### config.mk
export PLATFORM = sky130hd
export DESIGN_NAME = regfile_wr_arbiter
export DESIGN_NICKNAME = d
export VERILOG_FILES = /design/src/rtl/regfile_wr_arbiter.sv
export SDC_FILE = /design/constraint.sdc
export NUM_CORES = 1
export LEC_CHECK = 0
export ABC_AREA = 0
export CAP_MARGIN = 10
export CORE_UTILIZATION = 39
export CTS_BUF_LIST = sky130_fd_sc_hd__clkbuf_4
export CTS_CLUSTER_SIZE = 30
export DETAILED_ROUTE_END_ITERATION = 6
export GPL_ROUTABILITY_DRIVEN = 0
export PLACE_DENSITY = 0.78
export SYNTH_ARGS = -nofsm -noshare
export SYNTH_HDL_FRONTEND = slang
export SYNTH_SLANG_ARGS = --single-unit
### constraint.sdc
create_clock -name clk -period 1.37 [get_ports clk]
set_clock_uncertainty 0.1 [all_clocks]
set_input_delay 0.3425 -clock clk [delete_from_list [all_inputs] [get_ports clk]]
set_output_delay 0.3425 -clock clk [all_outputs]
set_load 0.01 [all_outputs]
### src/rtl/regfile_wr_arbiter.sv
// rtl/regfile_wr_arbiter.sv - two-requester round-robin register-file write arbiter
//
// Arbitrates writes from the ALU writeback (requester 0) and the load unit
// (requester 1) onto the shared register-file write port. It registers a
// one-hot select vector and the write data one cycle after acceptance.
//
// Ports:
//   clk                     rising-edge clock
//   rst                     asynchronous reset, active-low
//   req0_valid/addr/data    requester 0 write request (ALU writeback)
//   req0_ready              requester 0 accepted this cycle (combinational)
//   req1_valid/addr/data    requester 1 write request (load unit)
//   req1_ready              requester 1 accepted this cycle (combinational)
//   wr_stall                blocks all acceptances while high
//   wr_sel                  registered one-hot register select (x0 -> none)
//   wr_data                 registered data for the register input bus
//   last_grant              index of the most recently granted requester
//   wr_count                accepted-write counter, wraps at 16 bits

module regfile_wr_arbiter (
    input  logic        clk,
    input  logic        rst,
    input  logic        req0_valid,
    input  logic [4:0]  req0_addr,
    input  logic [31:0] req0_data,
    output logic        req0_ready,
    input  logic        req1_valid,
    input  logic [4:0]  req1_addr,
    input  logic [31:0] req1_data,
    output logic        req1_ready,
    input  logic        wr_stall,
    output logic [31:0] wr_sel,
    output logic [31:0] wr_data,
    output logic        last_grant,
    output logic [15:0] wr_count
);

    logic        grant0;
    logic        grant1;
    logic [4:0]  acc_addr;
    logic [31:0] acc_data;
    logic [31:0] sel_dec;

    // Round-robin: under contention the requester that did not win last time
    // is served. Ready is held low during reset so nothing is accepted while
    // the state registers are being cleared.
    always_comb begin
        grant0 = 1'b0;
        grant1 = 1'b0;
        if (rst && !wr_stall) begin
            if (req0_valid && (!req1_valid || last_grant)) begin
                grant0 = 1'b1;
            end else if (req1_valid) begin
                grant1 = 1'b1;
            end
        end
    end

    assign req0_ready = grant0;
    assign req1_ready = grant1;

    assign acc_addr = grant1 ? req1_addr : req0_addr;
    assign acc_data = grant1 ? req1_data : req0_data;

    // x0 is hardwired to zero, so a write to it selects no register at all.
    assign sel_dec = (acc_addr == 5'd0) ? 32'h0 : (32'h1 << acc_addr);

    always_ff @(posedge clk or negedge rst) begin
        if (!rst) begin
            wr_sel     <= 32'h0;
            wr_data    <= 32'h0;
            last_grant <= 1'b1;
            wr_count   <= 16'h0;
        end else if (grant0 || grant1) begin
            wr_sel     <= sel_dec;
            wr_data    <= acc_data;
            last_grant <= grant1;
            wr_count   <= wr_count + 16'd1;
        end else begin
            // Select is a single-cycle pulse; data is left on the bus.
            wr_sel <= 32'h0;
        end
    end

endmodule

# Word-level counts from Yosys, hierarchy flattened
# Index checks and enable logic that the tools add are counted.
[totals]
regBits = 81
inputBits = 79
out_inout_bits = 83
word_cells = 22
[op_classes]
n_addsub = 1
n_shift = 1
muxes = 9
n_reduce_logical = 7
[ops]
columns = ["op", "n"]
rows = [
  ["32-bit two-way mux", 3],
  ["1-bit by 5-bit left shift with 32-bit output, first input constant", 1],
  ["16-bit by 1-bit adder with 16-bit output, second input constant", 1],
  ["5-bit zero test", 1],
  ["1-bit two-way mux", 5],
  ["5-bit two-way mux", 1],
  ["1-bit logical AND", 2],
  ["1-bit zero test", 2],
  ["1-bit logical OR", 2],
]

# Longest topological paths before layout
[logic_depth]
word_depth = 9
mapped_depth = 6

# Worst setup path after synthesis
# OpenSTA, ideal clock, no wires.
[synth_timing]
kind = "flip-flop to flip-flop"
start = "register wr_count[0]"
end = "register wr_count[8]"
setup_time_ns = 0.127
t_arrival_ns = 1.274
required_time_ns = 1.143
setup_slack_ns = -0.131
stages_incl_launch_ff = 6
synth_period_minus_slack_ns = 1.501
cell_sequence = "dfrtp_1 -> ha_1 -> nand2_1 -> nor4_4 -> nand3_1 -> xnor2_1"
[synth_between]
elab_chain_len = 1
[synth_lines]
columns = ["element", "line_no", "rtl"]
rows = [
  ["start: declaration", "35", "output logic [15:0] wr_count"],
  ["start signal: assignment", "78", "wr_count <= wr_count + 16'd1;"],
  ["16-bit by 1-bit adder with 16-bit output", "78", ""],
]
# No other way between the ends.
# A chain may end at the register's enable or synchronous reset.

# Worst setup path after layout
[layout_timing]
start = "register last_grant"
end = "output port req0_ready"
[layout_between]
elab_chain_len = 4
[layout_lines]
columns = ["element", "line_no", "rtl"]
rows = [
  ["start: declaration", "34", "output logic last_grant,"],
  ["start signal: assignment", "77", "last_grant <= grant1;"],
  ["1-bit logical OR", "51", "if (req0_valid && (!req1_valid || last_grant)) begin"],
  ["1-bit logical AND", "51", ""],
  ["1-bit two-way mux", "51", ""],
  ["1-bit two-way mux", "50", "if (rst && !wr_stall) begin"],
  ["end: declaration", "26", "output logic req0_ready,"],
]
# No other way between the ends.

==> summary.md <==
| Metric | Value |
|---|---|
| YS warnings | `0` |
| Upper clock frequency limit | `548 MHz` |
| Distinct cells, synth | `37` |
| WP buf/inv | `2` |
| # rows | `35` |
| Initial antenna violation count | `0` |
| Vias/cell | `5.27` |
| Final Cell Area | `6590 sq um` |
| Worst skew pair latency | `0.43 ns` |
| Worst R2R End | `wr_data[12]` |
| R2R Setup Slk | `-0.31 ns` |
| Crit path cell chain | `buf_6 -> o21ai_4 -> nor2_4 -> buf_6` |
| Leakage | `3.03 nW` |
| Min-Delay Path Class | `in -> async` |
| Clock Tree Buf Depth | `2` |
| Seq pwr share | `0.423` |
| Required @ worst endpoint | `0.93 ns` |
| Clock slew at reported path FFs | `0.14 ns` |
| Slew Limit Headroom | `0.320` |
| Die height | `99.9 um` |
| Worst Setup EP | `req0_ready` |
| Sw Ratio | `0.305` |
| Crit share post-route | `1.33` |
| Non-Filler Instances | `769` |
| DRT iter0 DRCs | `164` |
| Tmin final | `1.82 ns` |
| Hold_ws | `0.202 ns` |
| Power per cell area | `1010 nW/um^2` |
| Worst slew pin tran | `1.02 ns` |
| Layout cells sized above 1 | `0.408` |
| Reg-to-Reg Start | `last_grant` |
| DR vias | `4055` |
| Final setup fails | `153` |
| Drt first pass iters | `5` |
| Critical path's slowest cell | `dfstp_2` |
| Antenna-violating nets left | `0` |
| # DRC | `0` |
| Crit-path leading delay family | `flip-flops` |
| CTS Buf Count | `9` |
| Port bufs | `161` |
| Power Total | `6.66 mW` |
| CP peak stage delay | `0.59 ns` |
| Pre-CTS setup slack | `-0.808 ns` |
| RSZ-0062 raised after global routing | `yes` |
| Die width | `99.9 um` |
| Register Area | `2030 sq um` |
| Share of total power in combinational logic | `0.338` |
| Fin Setup TNS | `-20.70 ns` |
| Vias in the first global route | `4045` |
| # clock sinks | `81` |
| Avg Inst Size Synth | `9.58 sq um` |
| Max-Cap Viols | `0` |
| Cells after Synth | `390` |
| Synth Cell Area | `3730 sq um` |
| Critical path arrival | `1.38 ns` |
| GR Overflow Total | `0` |
| Die ar. | `9970 sq um` |
| Area grow syn2layout | `76.4%` |
| Final nets | `715` |
| Wire per inst | `17.0 um` |
| Final wirelength | `13.1 mm` |
| # H-tree levels | `3` |
| CP Class | `reg -> out` |
| Internal | `4.63 mW` |
| Worst Path Max Fanout | `3` |
| IR drop worst, VDD | `0.532 mV` |
| Starting Density | `0.404` |
| CTS root buf | `clkbuf_4` |
| Synth Net Count | `470` |
| Worst setup path startpoint | `last_grant` |
| Crit path top cell by count | `buf_6` |
| Core ar. | `9240 sq um` |
| Switch Pwr | `2.03 mW` |
| CP Depth | `4` |
| CTS tree | `yes` |
| Post-synthesis sequential area ratio | `0.543` |
| N_diodes | `0` |
| Num ports | `162` |
| Register-to-Register Path Depth | `8` |
| Final Hold Viols | `0` |
| Largest net degree at the start of global routing | `82` |
| Violated checks | `negative setup slack` |
| Power share of the clock group | `0.239` |
| Placed cells | `693` |
| Post-DP HPWL | `7.78 mm` |
| Status | `complete, but fails checks` |
| Hold_buf cts | `0` |
| Placement-stage cell area | `5750 sq um` |
| CP endpoint kind | `output port` |
| Most common cell after layout, fill and taps aside | `buf_4` |
| Number of synthesized register bits | `81` |
| Max-slew violation count | `0` |
| Commonest cells after routing, fill and taps aside | `buf_4, dfrtp_1, clkdlybuf4s50_1, nand3_1, buf_2` |
| Multi-input gate area | `1760 sq um` |
| Tot GR Track Use | `0.261` |
| Filler cells | `714` |
| Final core utilization | `0.713` |
| Setup ws final | `-0.453 ns` |
| CP Launch Type | `flip-flop` |
| First-pass GRT wire length | `20.0 mm` |
kinds of logic after synthesis:
group,Yosys count,share of synthesized area
flops,81,0.543
xor+xnor,15,0.0352
fa+ha+maj,1,0.00335
other cells,1,0.00100
compound gates,99,0.147
simple gates,158,0.219
buf+inv,35,0.0516
per-layer routing:
layer / track usage / wire (um) / part of all wire / vias up
li1: - / - / - / 1876
met4: 0.0995 / 239 / 0.018 / 0
met3: 0.0467 / 871 / 0.067 / 28
met2: 0.469 / 6870 / 0.53 / 187
met5: 0 / 0 / 0 / -
met1: 0.310 / 5080 / 0.39 / 1964
synthesized netlist by cell type:
master	instances	area share
o21ai_1	29	0.039
and3_1	3	0.0050
nor4_2	1	0.0033
o22ai_1	32	0.054
nand2b_2	1	0.0023
o21ai_0	3	0.0040
xor2_1	3	0.0070
and2_1	2	0.0033
nand2_1	49	0.049
nor3_2	1	0.0027
and2b_1	1	0.0020
ha_1	1	0.0033
buf_4	3	0.0060
nor4_4	2	0.011
dfstp_2	1	0.0070
nand4_1	4	0.0067
inv_2	2	0.0020
clkbuf_1	9	0.0090
clkbuf_2	1	0.0013
xnor2_1	12	0.028
nand3_2	1	0.0027
buf_2	15	0.020
dfrtp_1	80	0.54
nor2_1	9	0.0090
nand3_1	68	0.091
conb_1	1	0.0010
o21a_1	2	0.0040
buf_1	1	0.0010
o21ai_2	2	0.0047
and4_1	1	0.0023
nor2_2	1	0.0017
buf_6	4	0.012
nor2b_1	4	0.0067
nor3b_1	6	0.012
nor3_1	2	0.0027
and3b_1	2	0.0047
a21oi_1	31	0.042
area by class of cell:
type	instances	area share
clock buffers	9	0.0103
flip-flops and latches	81	0.309
well taps	129	0.0245
inverters	2	0.00114
repair buffers	267	0.374
clock inverters	7	0.0144
multi-input cells	274	0.267
worst reg2reg max path, stage by stage (launching register included):
cell,delay [ns]
dfstp_2,0.59
nand2_2,0.06
nand3_2,0.09
buf_4,0.15
buf_12,0.12
buf_4,0.11
buf_12,0.12
o22ai_1,0.09
o21ai_1,0.16
power groups by stage:
stage	Sequential (mW)	Combinational, mW	Clock, mW
finish	2.82	2.25	1.59
global route	2.85	2.41	1.76
CTS	2.80	2.15	1.64
detailed placement	2.88	1.72	0
global placement	2.86	1.68	0
floorplan	2.99	0.512	0
worst min-delay path by stage:
| stage | start | to | slack, ns |
|---|---|---|---|
| 3_5_place_dp | wr_count[15] | wr_count[15] | 0.37 |
| 2_1_floorplan | rst | wr_count[0] | -0.05 |
| 4_1_cts | rst | wr_count[3] | 0.21 |
| 3_3_place_gp | wr_data[0] | wr_data[0] | 0.36 |
| 5_1_grt | rst | wr_sel[9] | 0.27 |
| 6_report | rst | wr_count[9] | 0.20 |
flip-flops by register name, indices dropped and copies added, names as in the netlist:
signal	cells
wr_count	16
last_grant	1
wr_data	32
wr_sel	32
repair_timing:
item                                    CTS  global route
hold endpoints to repair                  0             0
cloned                                    9             1
setup buffers                            46             7
gates resized for setup                 407            25
pin swaps                                42            11
endpoints found under the setup margin  163           159
No activity file was read; power rests on OpenSTA's default activity.
==> patch, RTL diff (same flow settings) <==
Put one more register stage on the output `wr_count`, with the module's reset. The value now appears one clock later. The other outputs are not delayed to match.
--- a/src/rtl/regfile_wr_arbiter.sv
+++ b/src/rtl/regfile_wr_arbiter.sv
@@ -35,6 +35,8 @@
     output logic [15:0] wr_count
 );
 
+    logic [15:0] wr_count_s0;
+
     logic        grant0;
     logic        grant1;
     logic [4:0]  acc_addr;
@@ -70,17 +72,25 @@
             wr_sel     <= 32'h0;
             wr_data    <= 32'h0;
             last_grant <= 1'b1;
-            wr_count   <= 16'h0;
+            wr_count_s0 <= 16'h0;
         end else if (grant0 || grant1) begin
             wr_sel     <= sel_dec;
             wr_data    <= acc_data;
             last_grant <= grant1;
-            wr_count   <= wr_count + 16'd1;
+            wr_count_s0 <= wr_count_s0 + 16'd1;
         end else begin
             // Select is a single-cycle pulse; data is left on the bus.
             wr_sel <= 32'h0;
         end
     end
 
+    always_ff @(posedge clk or negedge rst) begin
+        if (!rst) begin
+            wr_count <= '0;
+        end else begin
+            wr_count <= wr_count_s0;
+        end
+    end
+
 endmodule
 
Check against the original RTL: not equivalent (a bounded check fails within 4 cycles, from zero or initial values and one cycle with rst low).
==> patch against the unedited design <==
The flow still finishes with violations (negative setup slack); count of clock-buffer cells in the layout unchanged; worst setup slack lost 0.083 ns; sequential cell count is 16 higher; total power rose by 5.8%; routed wire length rose by 0.15%; cell count rose by 0.52%; cell area grew 1.0%; area after synthesis rose by 11%; critical endpoint is now req1_ready; largest power group unchanged.
==> patch: results (changes against the unedited design) <==
[grt]
grt_start_max_net_pins=98  ; was 82
grt_util_overall=0.225  ; was 0.261
grt_use_met1=0.269  ; was 0.310
grt_util_met2=0.408  ; was 0.469
grt_antenna_before_repair=1  ; was 0
met3_usage=0.0499  ; was 0.0467
first_global_vias=4006  ; was 4045
grt_first_pass_wirelength_mm=19.5  ; was 20.0 mm

[clock_tree]
cts.reportedPaths.clkPinSlew_ns=0.18  ; was 0.14 ns
worstSkewPairLatency_ns=0.46  ; was 0.43 ns
cts-root-buf=clkbuf_4  ; unchanged
clk_path_buf_depth=2  ; unchanged

[placed_design]
place.detailed.instances=716  ; was 693
place_area_um2=6130  ; was 5750 um2
place.detailed.hpwl_mm=8.32  ; was 7.78 mm

[yosys]
synthesized_area_fraction_occupied_by_ao_oa_aoi_and_oai_cells=0.133  ; was 0.147
synthesized_area_fraction_occupied_by_adder_cells=0.00303  ; was 0.00335
post_synth_mux_area_share=0  ; unchanged
synth_top_cells_by_count=96 x dfrtp_1, 68 x nand3_1, 49 x nand2_1  ; was 80 x dfrtp_1, 68 x nand3_1, 49 x nand2_1
async_flop_share=1.00  ; unchanged
synth.lib_cells_used.distinct=37  ; unchanged
syn_nets=486  ; was 470
synth_area_leaders=dfrtp_1 58%, nand3_1 8.2%, o22ai_1 4.8%  ; was dfrtp_1 54%, nand3_1 9.1%, o22ai_1 5.4%
post_synth_inst_count=406  ; was 390
synth_xor_area_frac=0.0318  ; was 0.0352
proportion_of_synthesized_chip_area_in_sequential_cells=0.587  ; was 0.543

[timing]
max_slew_margin=0.667  ; was 0.320
postLayoutSetupSlackWorst_ns=-0.537  ; was -0.453 ns
timing.final.setup_violations=153  ; unchanged
fin_worst_hold_slack_ns=0.339  ; was 0.202 ns

[critical_path]
cp.arrival_ns=1.46  ; was 1.38 ns
r2r_setup_slack_ns=-0.46  ; was -0.31 ns
timing.critical_path.slowest_stage_cell=dfstp_2  ; unchanged
critical_path.top_delay_family=flip-flops  ; unchanged
critical_path.max_fanout=2  ; was 3

[pwr]
p_leak_nw=3.08  ; was 3.03 nW
ir_drop_v=0.000582  ; was 0.000532 V

[job]
timing.max_cap.violations=0  ; unchanged

[route]
detailedRoute.firstIterationViolations=132  ; was 164
wl_per_cell_um=16.9  ; was 17.0 um
drt_wl_total_mm=13.1  ; about the same
detail_route.first_pass.iterations=4  ; was 5
avgViaCountPerCell=5.24  ; was 5.27

[finish]
layout.core_utilization=0.645  ; was 0.713
final.fill_count=819  ; was 714
design.final.nets=710  ; was 715
post_route_cells_drive_above_1_share=0.364  ; was 0.408
largest_registers=wr_data: 32 flops, wr_sel: 32 flops  ; was wr_data: 32 flops, wr_sel: 32 flops, wr_count: 16 flops

[min_path]
min-delay-path-class=reg2reg  ; was in2async

[status]
status=finished with violations  ; unchanged
violations=negative setup slack  ; unchanged

[patch: repair_timing]
action	CTS	global route
setup buffers	20	12
endpoints found under the setup margin	163	158
hold buffers	1	0
gates resized for setup	371	50
pin swaps	9	30
endpoints found under the hold margin	96	0
cloned	2	4
[patch: final cells by class]
type,instances,share of cell area
sequential,97,0.365
timing repair buffer,246,0.329
multi-input combinational,274,0.257
tap,136,0.0256
clock inverter,7,0.0111
clock buffer,9,0.0102
inverter,2,0.00150
antenna,2,0.000752
[patch: final timing paths]
path / depth (start not counted) / endpoint / start
setup / recovery: 5 / req1_ready / last_grant
hold reg to reg: 0 / wr_count[15] / wr_count_s0[15]
hold / removal: 0 / wr_count[15] / wr_count_s0[15]
max in group asynchronous: 4 / wr_data[13] / rst
setup reg to reg: 9 / wr_data[0] / last_grant
min in group asynchronous: 4 / wr_count[5] / rst
[patch: logic make-up after synthesis]
group           count (synthesis)
fa+ha+maj                       1
buf+inv                        35
flops                          97
simple gates                  158
xor+xnor                       15
other cells                     1
compound gates                 99
[patch: power breakdown]
part | switching (W) | internal, W | total, W | leakage (nW)
Combinational | 0.000963 | 0.00119 | 0.00216 | 1.74
Clock | 0.00107 | 0.000428 | 0.00150 | 0.0769
Sequential | 0.000211 | 0.00319 | 0.00340 | 1.26
[patch: per-layer routing]
metal | vias up | share of wire
met3 | 19 | 0.062
met1 | 1953 | 0.39
li1 | 1889 | -
met5 | - | 0
met2 | 190 | 0.53
met4 | 0 | 0.017
[patch: per-stage QoR]
step / setup TNS (ns) / worst slack [ns]
after global placement: -47.93 / -0.850
final: -28.68 / -0.537
after global routing: -37.69 / -0.600
after floorplan: -0.0335 / -0.0335
after CTS: -24.76 / -0.530
after detailed placement: -52.16 / -0.862
